### config.mk
export PLATFORM = sky130hd
export DESIGN_NAME = uartprobe_bridge
export DESIGN_NICKNAME = d
export VERILOG_FILES = /design/src/rtl/uartprobe_bridge.sv
export SDC_FILE = /design/constraint.sdc
export NUM_CORES = 1
export LEC_CHECK = 0
export ABC_AREA = 0
export CORE_ASPECT_RATIO = 2
export CORE_MARGIN = 4
export CORE_UTILIZATION = 40
export DETAILED_ROUTE_END_ITERATION = 10
export GPL_TIMING_DRIVEN = 0
export HOLD_SLACK_MARGIN = 0.02
export PLACE_DENSITY = 0.78
export SETUP_SLACK_MARGIN = 0.02
export SYNTH_ARGS = -nofsm -noshare
export SYNTH_HDL_FRONTEND = slang
export SYNTH_SLANG_ARGS = --single-unit
### constraint.sdc
create_clock -name clk -period 5.5 [get_ports clk]
set_clock_uncertainty 0.15 [all_clocks]
set_input_delay 0.55 -clock clk [delete_from_list [all_inputs] [get_ports clk]]
set_output_delay 0.55 -clock clk [all_outputs]
set_load 0.1 [all_outputs]
### src/rtl/uartprobe_bridge.sv
// Byte-command bridge: UART byte streams to N GPIO banks and a single-beat AXI master.
// Build option UARTPROBE_AUTOINC_EN: post-increment addr by DATA_BYTES after an OKAY AXI access.
module uartprobe_bridge #(
  parameter int          GPIO_BANKS        = 4,
  parameter int          DATA_BYTES        = 4,
  parameter int          TIMEOUT_CYCLES    = 1024,
  parameter logic [31:0] GPO_ON_RESET      = 32'b0,
  parameter logic [31:0] AXI_ADDR_ON_RESET = 32'b0
) (
  input  logic                      clk,
  input  logic                      m_areset,
  input  logic                      rx_valid,
  input  logic [7:0]                rx_data,
  output logic                      rx_ready,
  output logic                      tx_valid,
  output logic [7:0]                tx_data,
  input  logic                      tx_ready,
  output logic [32*GPIO_BANKS-1:0]  gpo,
  input  logic [32*GPIO_BANKS-1:0]  gpi,
  output logic [31:0]               m_axi_araddr,
  output logic [2:0]                m_axi_arsize,
  output logic                      m_axi_arvalid,
  input  logic                      m_axi_arready,
  input  logic [8*DATA_BYTES-1:0]   m_axi_rdata,
  input  logic [1:0]                m_axi_rresp,
  input  logic                      m_axi_rvalid,
  output logic                      m_axi_rready,
  output logic [31:0]               m_axi_awaddr,
  output logic [2:0]                m_axi_awsize,
  output logic                      m_axi_awvalid,
  input  logic                      m_axi_awready,
  output logic [8*DATA_BYTES-1:0]   m_axi_wdata,
  output logic [DATA_BYTES-1:0]     m_axi_wstrb,
  output logic                      m_axi_wvalid,
  input  logic                      m_axi_wready,
  input  logic [1:0]                m_axi_bresp,
  input  logic                      m_axi_bvalid,
  output logic                      m_axi_bready,
  output logic [2:0]                dbg_state
);

  localparam int          DW       = 8 * DATA_BYTES;
  localparam logic [2:0]  AXI_SIZE = (DATA_BYTES == 4) ? 3'd2 : (DATA_BYTES == 2) ? 3'd1 : 3'd0;
  localparam logic [2:0]  NBYTES   = 3'(DATA_BYTES);
  localparam logic [31:0] TMR_LAST = 32'(TIMEOUT_CYCLES - 1);

  typedef enum logic [2:0] {
    S_IDLE     = 3'd0,
    S_RX_ARG   = 3'd1,
    S_EXEC     = 3'd2,
    S_AXI_REQ  = 3'd3,
    S_AXI_RESP = 3'd4,
    S_TX       = 3'd5
  } state_t;

  state_t                     state_q, state_d;
  logic [3:0]                 op_q, bank_q;
  logic [31:0]                arg_q, addr_q, tmr_q;
  logic [2:0]                 arg_cnt_q, arg_need, cmd_nargs, tx_left_q;
  logic [32*GPIO_BANKS-1:0]   gpo_q;
  logic [39:0]                tx_buf_q;
  logic                       ar_pend_q, aw_pend_q, w_pend_q;
  logic                       rx_fire, tx_fire, cmd_bank_ok, bank_ok;
  logic                       resp_fire, req_done, timed_out, is_axi_wr;
  logic [31:0]                rdata_ext;
  logic [1:0]                 resp_sel;

  assign is_axi_wr     = (op_q == 4'h7);
  assign resp_sel      = is_axi_wr ? m_axi_bresp : m_axi_rresp;
  assign gpo           = gpo_q;
  assign tx_data       = tx_buf_q[39:32];
  assign m_axi_araddr  = addr_q;
  assign m_axi_awaddr  = addr_q;
  assign m_axi_arsize  = AXI_SIZE;
  assign m_axi_awsize  = AXI_SIZE;
  assign m_axi_wdata   = arg_q[DW-1:0];
  assign m_axi_wstrb   = '1;
  assign dbg_state     = state_q;

  always_comb begin
    cmd_bank_ok = ({28'd0, rx_data[3:0]} < 32'(GPIO_BANKS));
    bank_ok     = ({28'd0, bank_q} < 32'(GPIO_BANKS));
    arg_need    = is_axi_wr ? NBYTES : 3'd4;
    rdata_ext   = '0;
    rdata_ext[31 -: DW] = m_axi_rdata;
    case (rx_data[7:4])
      4'h3:    cmd_nargs = cmd_bank_ok ? 3'd4 : 3'd0;
      4'h4:    cmd_nargs = 3'd4;
      4'h7:    cmd_nargs = NBYTES;
      default: cmd_nargs = 3'd0;
    endcase
  end

  // Handshakes: a byte/beat transfers on the rising edge where valid and ready are both high;
  // a raised valid is held, with stable payload, until that edge.
  always_comb begin
    state_d       = state_q;
    rx_ready      = (state_q == S_IDLE) || (state_q == S_RX_ARG);
    tx_valid      = (state_q == S_TX);
    m_axi_arvalid = (state_q == S_AXI_REQ) && ar_pend_q;
    m_axi_awvalid = (state_q == S_AXI_REQ) && aw_pend_q;
    m_axi_wvalid  = (state_q == S_AXI_REQ) && w_pend_q;
    m_axi_rready  = (state_q == S_AXI_RESP) && !is_axi_wr;
    m_axi_bready  = (state_q == S_AXI_RESP) && is_axi_wr;
    rx_fire       = rx_valid && rx_ready;
    tx_fire       = tx_valid && tx_ready;
    resp_fire     = (state_q == S_AXI_RESP) && (is_axi_wr ? m_axi_bvalid : m_axi_rvalid);
    req_done      = !(ar_pend_q && !m_axi_arready) && !(aw_pend_q && !m_axi_awready) &&
                    !(w_pend_q && !m_axi_wready);
    // A response landing in the final cycle still wins over the abort.
    timed_out     = ((state_q == S_AXI_REQ) || (state_q == S_AXI_RESP)) &&
                    (tmr_q == TMR_LAST) && !resp_fire;
    case (state_q)
      S_IDLE:     if (rx_fire) state_d = (cmd_nargs != 3'd0) ? S_RX_ARG : S_EXEC;
      S_RX_ARG:   if (rx_fire && (arg_cnt_q == arg_need - 3'd1)) state_d = S_EXEC;
      S_EXEC:     state_d = ((op_q == 4'h6) || is_axi_wr) ? S_AXI_REQ : S_TX;
      S_AXI_REQ:  if (timed_out) state_d = S_TX; else if (req_done) state_d = S_AXI_RESP;
      S_AXI_RESP: if (timed_out || resp_fire) state_d = S_TX;
      S_TX:       if (tx_fire && (tx_left_q == 3'd1)) state_d = S_IDLE;
      default:    state_d = S_IDLE;
    endcase
  end

  always_ff @(posedge clk) begin
    if (m_areset) state_q <= S_IDLE;
    else          state_q <= state_d;
  end

  always_ff @(posedge clk) begin
    if (m_areset) begin
      op_q      <= '0;
      bank_q    <= '0;
      arg_q     <= '0;
      arg_cnt_q <= '0;
      addr_q    <= AXI_ADDR_ON_RESET;
      gpo_q     <= {GPIO_BANKS{GPO_ON_RESET}};
      tx_buf_q  <= '0;
      tx_left_q <= '0;
      tmr_q     <= '0;
      ar_pend_q <= 1'b0;
      aw_pend_q <= 1'b0;
      w_pend_q  <= 1'b0;
    end else begin
      case (state_q)
        S_IDLE: if (rx_fire) begin
          op_q      <= rx_data[7:4];
          bank_q    <= rx_data[3:0];
          arg_cnt_q <= '0;
        end
        S_RX_ARG: if (rx_fire) begin
          arg_q     <= {arg_q[23:0], rx_data};
          arg_cnt_q <= arg_cnt_q + 3'd1;
        end
        S_EXEC: begin
          tx_buf_q  <= {8'hEE, 32'h0};
          tx_left_q <= 3'd1;
          tmr_q     <= '0;
          ar_pend_q <= (op_q == 4'h6);
          aw_pend_q <= is_axi_wr;
          w_pend_q  <= is_axi_wr;
          case (op_q)
            4'h1: if (bank_ok) begin
              tx_buf_q  <= {gpi[32*bank_q +: 32], 8'h00};
              tx_left_q <= 3'd4;
            end
            4'h2: if (bank_ok) begin
              tx_buf_q  <= {gpo_q[32*bank_q +: 32], 8'h00};
              tx_left_q <= 3'd4;
            end
            4'h3: if (bank_ok) begin
              gpo_q[32*bank_q +: 32] <= arg_q;
              tx_buf_q               <= 40'h0;
            end
            4'h4: begin
              addr_q   <= arg_q;
              tx_buf_q <= 40'h0;
            end
            4'h5: begin
              tx_buf_q  <= {addr_q, 8'h00};
              tx_left_q <= 3'd4;
            end
            default: ;
          endcase
        end
        S_AXI_REQ, S_AXI_RESP: begin
          tmr_q     <= tmr_q + 32'd1;
          ar_pend_q <= ar_pend_q && !m_axi_arready;
          aw_pend_q <= aw_pend_q && !m_axi_awready;
          w_pend_q  <= w_pend_q && !m_axi_wready;
          tx_left_q <= is_axi_wr ? 3'd1 : 3'd1 + NBYTES;
          if (timed_out) begin
            ar_pend_q <= 1'b0;
            aw_pend_q <= 1'b0;
            w_pend_q  <= 1'b0;
            tx_buf_q  <= {8'h80, 32'h0};
          end else if (resp_fire) begin
            tx_buf_q <= {6'b0, resp_sel, is_axi_wr ? 32'h0 : rdata_ext};
`ifdef UARTPROBE_AUTOINC_EN
            if (resp_sel == 2'b00) addr_q <= addr_q + 32'(DATA_BYTES);
`endif
          end
        end
        S_TX: if (tx_fire) begin
          tx_buf_q  <= {tx_buf_q[31:0], 8'h00};
          tx_left_q <= tx_left_q - 3'd1;
        end
        default: ;
      endcase
    end
  end

endmodule

==> results.py <==
metrics = {
    "status": {
        "run_status": "completed",
    },
    "worst_setup_path": {
        "r2r_slack_ns": 0.88,
        "cp.arrival_ns": 4.01,
        "crit_top_cell": "clkbuf_1",
        "path_class": "reg2out",
        "required_ns": 4.80,
        "worstReg2RegStart": "bank_q[1]",
        "cp-start-kind": "register",
        "cpPeakStageDelay_ns": 1.26,
        "ff2ff_path_depth": 11,
        "critical-path-top-delay-family": "buffers and inverters",
        "crit_slowest_cell": "clkdlybuf4s50_1",
        "rr_endpoint": "gpo[77]",
        "critPathBufInv": 4,
        "cp_cell_sequence": "clkbuf_1 -> and3b_1 -> clkbuf_1 -> clkbuf_1 -> clkdlybuf4s50_1",
        "cp_max_fo": 10,
        "endpoint_kind": "output pin",
    },
    "yosys": {
        "synth.cell_area_um2": 14500,
        "ys_seq_area_share_pct": 39.1,
        "synth_top_area_share_pct": 39.1,
        "synth_compound_area_share_pct": 21.5,
        "synthAdderAreaFrac_pct": 0.603,
        "synth_cells": 1716,
        "ys_types": 77,
        "ys_seq_elements": 284,
        "synth_warnings": 0,
        "synth_xor_area_share_pct": 0.0603,
        "synth_area_leaders": "dfxtp_1 (39%), mux4_2 (9.1%), nand2_1 (9.0%)",
        "synthSimpleGateAreaFrac_pct": 20.1,
        "yosysTopAreaCell": "dfxtp_1",
        "synth_edf_count": 0,
        "synthMuxAreaShare_pct": 10.2,
        "syn_area_per_cell_um2": 8.47,
        "async_reset_ff_share_pct": 0,
        "synth_top_family_by_area": "compound AO/OA/AOI/OAI gates",
        "yosys_most_used_dff": "dfxtp_1",
    },
    "cells_and_area": {
        "drive_gt1_share_pct": 10.7,
        "finalInstanceArea_um2": 20300,
        "n_fill_cell": 3261,
        "multi_input_area_um2": 7680,
        "fin_nets": 2363,
        "regArea_um2": 5690,
        "final_cell_mix": "clkdlybuf4s50_1 (422), nand2_1 (350), dfxtp_1 (284), a21oi_1 (227), clkbuf_1 (129)",
        "area_growth_pct": 40.0,
        "mostFrequentLayoutCell": "clkdlybuf4s50_1",
        "stdcell_count": 2649,
    },
    "clock_tree": {
        "cts_resized": 0,
        "cts_buffers": 27,
        "h-tree-depth": 1,
        "cts_root_buf": "clkbuf_16",
        "cts_tree": "done",
        "clock_sinks": 284,
        "clockBufferDepth": 3,
        "clk_latency_ns": 0.56,
        "clkTransAtPathRegs_ns": 0.07,
        "post-cts-setup-buffers": 0,
        "hold_buffers": 0,
    },
    "timing": {
        "tightest_slew_ns": 1.28,
        "fin_crit_sh_pct": 85.7,
        "fin_setup_tns_ns": 0,
        "rsz0062_at_grt": "false",
        "setup_viol": 0,
        "hold_viol": 0,
        "max_slew_margin_pct": 14.9,
        "max_freq_mhz": 212,
        "report.final.slew_viol_count": 0,
        "finalCriticalPeriod_ns": 4.71,
    },
    "power": {
        "p_leak_nw": 6.63,
        "total_power_mw": 7.11,
        "pwr-share-seq_pct": 32.1,
        "clockPowerShare_pct": 29.3,
        "internal_power_mw": 4.26,
        "powerDensity_nw_per_um2": 350,
        "p_comb_share_pct": 38.6,
        "switching_power_mw": 2.85,
        "swShare_pct": 40.1,
        "ir_drop_uv": 351,
    },
    "flow_run": {
        "maxCapViolCount": 0,
    },
    "place": {
        "portBuffers": 422,
        "dpl.hpwl_um": 56800,
        "gp_congestion": 0.990,
        "dp_cells": 2596,
        "placedInstanceArea_um2": 19300,
    },
    "floorplan": {
        "die-width_um": 143,
        "start_util_pct": 40.6,
        "ios": 433,
        "die-area_um2": 39600,
        "fp.dieH_um": 278,
        "core.rowCount": 98,
        "coreArea_um2": 35800,
    },
    "route": {
        "first_pass_iters": 6,
        "wl_per_cell_um": 26.7,
        "drtAntennaViolNets": 0,
        "drt_iter0_markers": 1607,
        "vias": 16000,
        "vias_per_cell": 6.03,
        "wirelength_um": 70700,
        "drc": 0,
    },
    "global_route": {
        "grt_use_met1_pct": 35.2,
        "grt_util_met2_pct": 60.8,
        "grt_start_max_net_pins": 15,
        "grt_pass1_wl_um": 102000,
        "met3_usage_pct": 6.50,
        "track_usage_pct": 34.1,
        "grt_busiest_layer": "met2",
        "grt_pass1_vias": 15700,
        "antenna_found_initial": 6,
        "overflow": 0,
    },
    "hold_path": {
        "hold_end": "gpo[15]",
        "hold_class": "reg2reg",
        "min-delay-start": "gpo[15]",
        "min_delay_path_depth": 2,
    },
}
## cells in the mapped netlist, drive strengths merged, types with 5 or more instances
cell type and number:
a31o 5, or3 9, nand4 17, a221oi 54
nor2 66, nor3b 6, mux2i 8, or2 6
a31oi 8, mux4 59, mux2 7, clkbuf 127
o21ai 22, nand3 119, buf 79, dfxtp 284
ha 7, inv 50, and2 8, nand2 350
a22oi 32, a32oi 39, and3 7, a211oi 8
a21oi 227, or4 8, o211ai 10, nor3 9
nor2b 7, nor4 7
## through the flow
| stage | util (%) | setup WS [ns] | hold slack [ns] |
|---|---|---|---|
| floorplan | - | 1.86 | 0.292 |
| global placement | 54.0 | 1.09 | 0.298 |
| detailed placement | 54.0 | 1.10 | 0.307 |
| CTS | 56.8 | 0.796 | 0.321 |
| global route | 56.8 | 0.665 | 0.335 |
| finish | 56.8 | 0.785 | 0.319 |
## worst min-delay path, cell delays in order (launching register included)
cell     delay, ns
dfxtp_1       0.32
nand2_1       0.06
a21oi_1       0.05
## area by class of cell
type                    count  share of cell area [%]
multi-input cells        1184                    37.8
flip-flops and latches    284                    28.0
repair buffers            422                    20.8
plain buffers             206                    4.98
clock buffers              42                    4.24
well taps                 450                    2.77
inverters                  50                   0.923
clock inverters             6                   0.535
diodes                      5                  0.0615
## worst max path at each step
stage,from,endpoint,cells past startpoint
global route,dbg_state[0],tx_valid,5
global placement,bank_q[1],gpo[74],11
detailed placement,bank_q[1],gpo[77],11
CTS,dbg_state[0],tx_valid,5
finish,dbg_state[0],tx_valid,5
floorplan,dbg_state[0],tx_buf_q[34],6
## registers in the layout (all words and copies together) (netlist names)
signal        flops
aw_pend_q         1
m_axi_araddr     32
op_q              4
ar_pend_q         1
tx_left_q         3
arg_cnt_q         3
m_axi_wdata      32
bank_q            4
tx_buf_q         40
tmr_q            32
gpo             128
w_pend_q          1
dbg_state         3
## power by group through the flow
stage	combinational [mW]	sequential, mW	clock, mW
after floorplan	1.72	2.39	0
after global placement	2.66	2.32	0
after detailed placement	2.69	2.32	0
after CTS	2.70	2.28	2.08
after global routing	2.88	2.29	2.15
final	2.74	2.29	2.08
## layer usage
layer	vias to the layer above	wire length [um]
met5	-	8
met1	7604	22900
met2	986	36200
met3	300	5440
li1	7092	-
met4	2	6190
## cell families after synthesis
group | count (synthesis)
AND/OR/NAND/NOR | 644
AO/OA/AOI/OAI | 448
flip-flops | 284
buffers and inverters | 256
multiplexers | 74
adder cells (fa/ha/maj) | 7
other | 2
XOR/XNOR | 1
No activity file was read; power rests on OpenSTA's default activity.
